`src/rtl/uart_tx_scheduler.sv`:
```
// uart_tx_scheduler: round-robin arbiter that shares one byte-wide UART
// transmitter between NUM_REQ producers. Each grant covers one whole frame.
// The transmitter reports no busy status, so a local timer marks the end of
// the frame.
module uart_tx_scheduler #(
  parameter int NUM_REQ      = 4,
  parameter int FRAME_CYCLES = 4800,
  parameter int IDW          = 2
) (
  input  logic                   clk,
  input  logic                   rst,        // asynchronous, active low
  input  logic                   en,
  input  logic [NUM_REQ-1:0]     req_valid,
  input  logic [8*NUM_REQ-1:0]   req_data,
  output logic [NUM_REQ-1:0]     req_ready,
  output logic [7:0]             tx_data,
  output logic                   tx_start,
  output logic                   busy,
  output logic [IDW-1:0]         grant_id
);

  localparam int             TW         = $clog2(FRAME_CYCLES);
  localparam logic [TW-1:0]  TIMER_LAST = TW'(FRAME_CYCLES - 1);
  localparam logic [IDW-1:0] PTR_RST    = IDW'(NUM_REQ - 1);

  typedef enum logic [1:0] {
    S_IDLE   = 2'd0,
    S_ACCEPT = 2'd1,
    S_LAUNCH = 2'd2,
    S_WAIT   = 2'd3
  } state_e;

  state_e               state_q, state_d;
  logic [NUM_REQ-1:0]   req_ready_q, req_ready_d;
  logic [7:0]           tx_data_q, tx_data_d;
  logic                 tx_start_q, tx_start_d;
  logic                 busy_q, busy_d;
  logic [IDW-1:0]       grant_id_q, grant_id_d;
  logic [IDW-1:0]       rr_ptr_q, rr_ptr_d;
  logic [TW-1:0]        timer_q, timer_d;

  // Byte-lane view of the flat request data bus.
  logic [NUM_REQ-1:0][7:0] req_bytes;
  assign req_bytes = req_data;

  logic [IDW-1:0] win_id;
  logic           win_found;
  logic [IDW-1:0] cand;

  // Round-robin search: first valid requester after rr_ptr, wrapping modulo NUM_REQ.
  always_comb begin
    win_id    = '0;
    win_found = 1'b0;
    cand      = '0;
    for (int k = 1; k <= NUM_REQ; k++) begin
      cand = IDW'((int'(rr_ptr_q) + k) % NUM_REQ);
      if (!win_found && req_valid[cand]) begin
        win_id    = cand;
        win_found = 1'b1;
      end
    end
  end

  // Next-state and registered-output logic; every output comes from a flop.
  always_comb begin
    state_d     = state_q;
    req_ready_d = '0;
    tx_data_d   = tx_data_q;
    tx_start_d  = 1'b0;
    busy_d      = busy_q;
    grant_id_d  = grant_id_q;
    rr_ptr_d    = rr_ptr_q;
    timer_d     = timer_q;
    case (state_q)
      S_IDLE: begin
        // Valid bits matter only here; en gates new grants only.
        if (en && win_found) begin
          tx_data_d           = req_bytes[win_id];
          grant_id_d          = win_id;
          rr_ptr_d            = win_id;
          req_ready_d[win_id] = 1'b1;
          busy_d              = 1'b1;
          state_d             = S_ACCEPT;
        end
      end
      S_ACCEPT: begin
        tx_start_d = 1'b1;
        state_d    = S_LAUNCH;
      end
      S_LAUNCH: begin
        timer_d = '0;
        state_d = S_WAIT;
      end
      S_WAIT: begin
        // Timer stops at its last value, so it never wraps.
        if (timer_q == TIMER_LAST) begin
          busy_d  = 1'b0;
          state_d = S_IDLE;
        end else begin
          timer_d = timer_q + 1'b1;
        end
      end
      default: begin
        busy_d  = 1'b0;
        state_d = S_IDLE;
      end
    endcase
  end

  // State and output registers; reset abandons any frame in flight.
  always_ff @(posedge clk or negedge rst) begin
    if (!rst) begin
      state_q     <= S_IDLE;
      req_ready_q <= '0;
      tx_data_q   <= 8'h00;
      tx_start_q  <= 1'b0;
      busy_q      <= 1'b0;
      grant_id_q  <= '0;
      rr_ptr_q    <= PTR_RST;
      timer_q     <= '0;
    end else begin
      state_q     <= state_d;
      req_ready_q <= req_ready_d;
      tx_data_q   <= tx_data_d;
      tx_start_q  <= tx_start_d;
      busy_q      <= busy_d;
      grant_id_q  <= grant_id_d;
      rr_ptr_q    <= rr_ptr_d;
      timer_q     <= timer_d;
    end
  end

  assign req_ready = req_ready_q;
  assign tx_data   = tx_data_q;
  assign tx_start  = tx_start_q;
  assign busy      = busy_q;
  assign grant_id  = grant_id_q;

endmodule
```
`config.mk`:
```
export PLATFORM = sky130hd
export DESIGN_NAME = uart_tx_scheduler
export DESIGN_NICKNAME = d
export VERILOG_FILES = /design/src/rtl/uart_tx_scheduler.sv
export SDC_FILE = /design/constraint.sdc
export NUM_CORES = 1
export LEC_CHECK = 0
export CORE_MARGIN = 2
export CORE_UTILIZATION = 47
export DETAILED_ROUTE_END_ITERATION = 12
export PLACE_DENSITY = 0.8
export SLEW_MARGIN = 20
export SYNTH_ARGS = -nofsm -noshare
export SYNTH_HDL_FRONTEND = slang
export SYNTH_SLANG_ARGS = --single-unit
```
`constraint.sdc`:
```
create_clock -name clk -period 2.4 [get_ports clk]
set_clock_uncertainty 0.05 [all_clocks]
set_input_delay 0.72 -clock clk [delete_from_list [all_inputs] [get_ports clk]]
set_output_delay 0.72 -clock clk [all_outputs]
set_load 0.03 [all_outputs]
```
==> metrics.txt <==
layout cells sized above 1=16.9%; CTS max path bufs=2; area of the multi-input gates=970 µm²; vias in the first global route=1511; Clock Latency Late Sink=0.29 ns; IO Pins=55; critical path class=in2reg; Yosys reg bits=33; Post-CTS Hold Buffers=0; power density over the cells=499 nW/µm²; first-pass GRT wire length=6910 µm; Worst setup SP type=input port; top_reg_cell synth=dfrtp_1; number of synthesized flops with an enable pin=0; clock-pin slew on the worst setup and hold paths=0.07 ns; Hold Path Class=reg2reg; routed via count=roughly 1500; largest net degree at the start of global routing=34; worst-path fanout max=3; register-to-register setup slack=0.62 ns; Initial Utilization=49.9%; Rows=22; cts bufs inserted=5; R2R Path End=tx_data[3]; Tmin final=2.19 ns; area grow syn2layout=42.9%; Crit path required time=2.52 ns; Die Y-Extent=67.0 µm; grt ovf=0; initial antenna violation count=0; Reg2Reg Depth=6; Worst Setup EP=busy; Relative slew margins=72.5%; Core ar.=3740 µm²; Slew Viols, Final=0; Post-synth top cells=dfrtp_1 (31), nor2_1 (20), mux2i_1 (18), nand2_1 (17), xor2_1 (8); CP endpoint kind=flop; Yosys warnings=0; Synth Instances=168; Tot GR Track Use=20.9%; H-tree depth=2; diode count=0; CTS tree=done; period utilisation layout=91.4%; Mapped Nets=between 200 and 250; clk sinks=33; Mean Syn Cell Area=11.1 µm²; cell with the most instances after synthesis=dfrtp_1; hold path startpoint=tx_data[6]; Reg area=828 µm²; clock tree root driver cell=clkbuf_8; die area=between 4000 and 5000 µm²; drt first pass iters=4; RSZ-0062 raised after global routing=no; Maximum Capacitance Violations=0; DRT iter0 DRCs=58; Async SR Flop Fraction=100%; Post-CTS Resized=0; drt wl/cell=15.0 µm; final core utilization=71.3%; Max VDD drop=0.491 mV; Fmax=0.456 GHz; status=finished clean; Worst-Margin Slew=0.412 ns; Fin Setup TNS=0 ns; Area contributors post-synth=dfrtp_1 (42%), mux2i_1 (9.6%), o221ai_2 (5.6%); Final HPWL DP=3230 µm; Post-route DRC=0; FILL cells=285; leading area contributor after synthesis=dfrtp_1; cell area after synthesis=roughly 1900 µm²; Finish-stage setup viols=0; post-DR vias/cell=between 5 and 6; Synth top area share=41.5%; final net count=281; drt total wl=4280 µm; IO buf count=between 50 and 60; Setup Buffers After CTS=0; Die Span X=about 67 µm; Power, Total=~1.3 mW; arrival time worst endpoint=2.31 ns; post-route ant nets=0; worst r2r src=rr_ptr_q[1]; GPL Wtd Cong=0.826; Cell variety after synth=43; Leakage=1.24 nW; part of the Yosys area used for sequential elements=44.3%; final number of hold-violating endpoints=0; CP Launch Point=req_valid[1]
## state kept, by name, summed over array words and instances, names as in the netlist
name / count
tx_start: 1
busy: 1
rr_ptr_q: 2
grant_id: 2
state_q: 2
tx_data: 8
timer_q: 13
req_ready: 4
## where the power goes
group	total, mW	internal (mW)	switching [mW]
sequential	0.556	0.556	0
combinational	0.148	0.0923	0.0555
clock	0.628	0.412	0.215
## cell usage in the layout (no fill, tap or decap), drive strengths merged, types with 2 or more instances in the layout
cell type      netlist  final
a21oi                4      4
and3                 6      6
buf                  4     12
bufinv               0      2
clkbuf               1      5
clkdlybuf4s50        0     54
dfrtp               31     31
dfstp                2      2
ha                   6      6
inv                  6      6
mux2i               18     18
nand2               18     18
nand2b               3      3
nand3                6      6
nand3b               2      2
nor2                20     20
nor2b                2      2
o211ai               2      2
o21ai                4      4
o221ai               9      9
xnor2                2      2
xor2                 8      8
## critical path, cell delays in order
cell and delay, ns:
clkdlybuf4s50_1 0.43, or4_4 0.55, and3_4 0.22, buf_4 0.14
nor2_1 0.14, o2bb2ai_1 0.11
## layer usage
| metal | share of wire [%] | vias to the layer above | GRT usage [%] |
|---|---|---|---|
| li1 | - | 733 | - |
| met1 | 42 | 753 | 26.4 |
| met2 | 52 | 34 | 34.0 |
| met3 | 4.0 | 6 | 4.39 |
| met4 | 1.7 | 0 | 9.44 |
| met5 | 0 | - | 0 |
## kinds of logic after synthesis
logic type,share of synthesized area (%)
simple gates,18.3
flops,44.3
compound gates,14.5
mux,10.4
buf+inv,3.75
xor+xnor,4.69
fa+ha+maj,4.02
## worst min-delay path by stage
stage,to,cells past startpoint
2_1_floorplan,busy,0
3_3_place_gp,grant_id[1],2
3_5_place_dp,tx_data[2],2
4_1_cts,tx_data[7],2
5_1_grt,tx_data[2],2
6_report,tx_data[6],2
## through the flow
stage	instances	hold WS [ns]	cell area (µm²)	setup slack [ns]
2_1_floorplan	168	0.374	1870	0.440
3_3_place_gp	277	0.409	2540	-0.0114
3_5_place_dp	277	0.427	2540	-0.0895
4_1_cts	285	0.448	2670	0.190
5_1_grt	285	0.465	2670	0.140
6_report	285	0.448	2670	0.207
## cell type report
cell class                 count  area share, %
clock buffer                   5           2.58
clock inverter                 3           2.44
inverter                       6          0.843
multi-input combinational    124           36.3
sequential                    33           31.0
tap                           48           2.25
timing repair buffer          66           24.6
(Power assumes the default switching activity.)
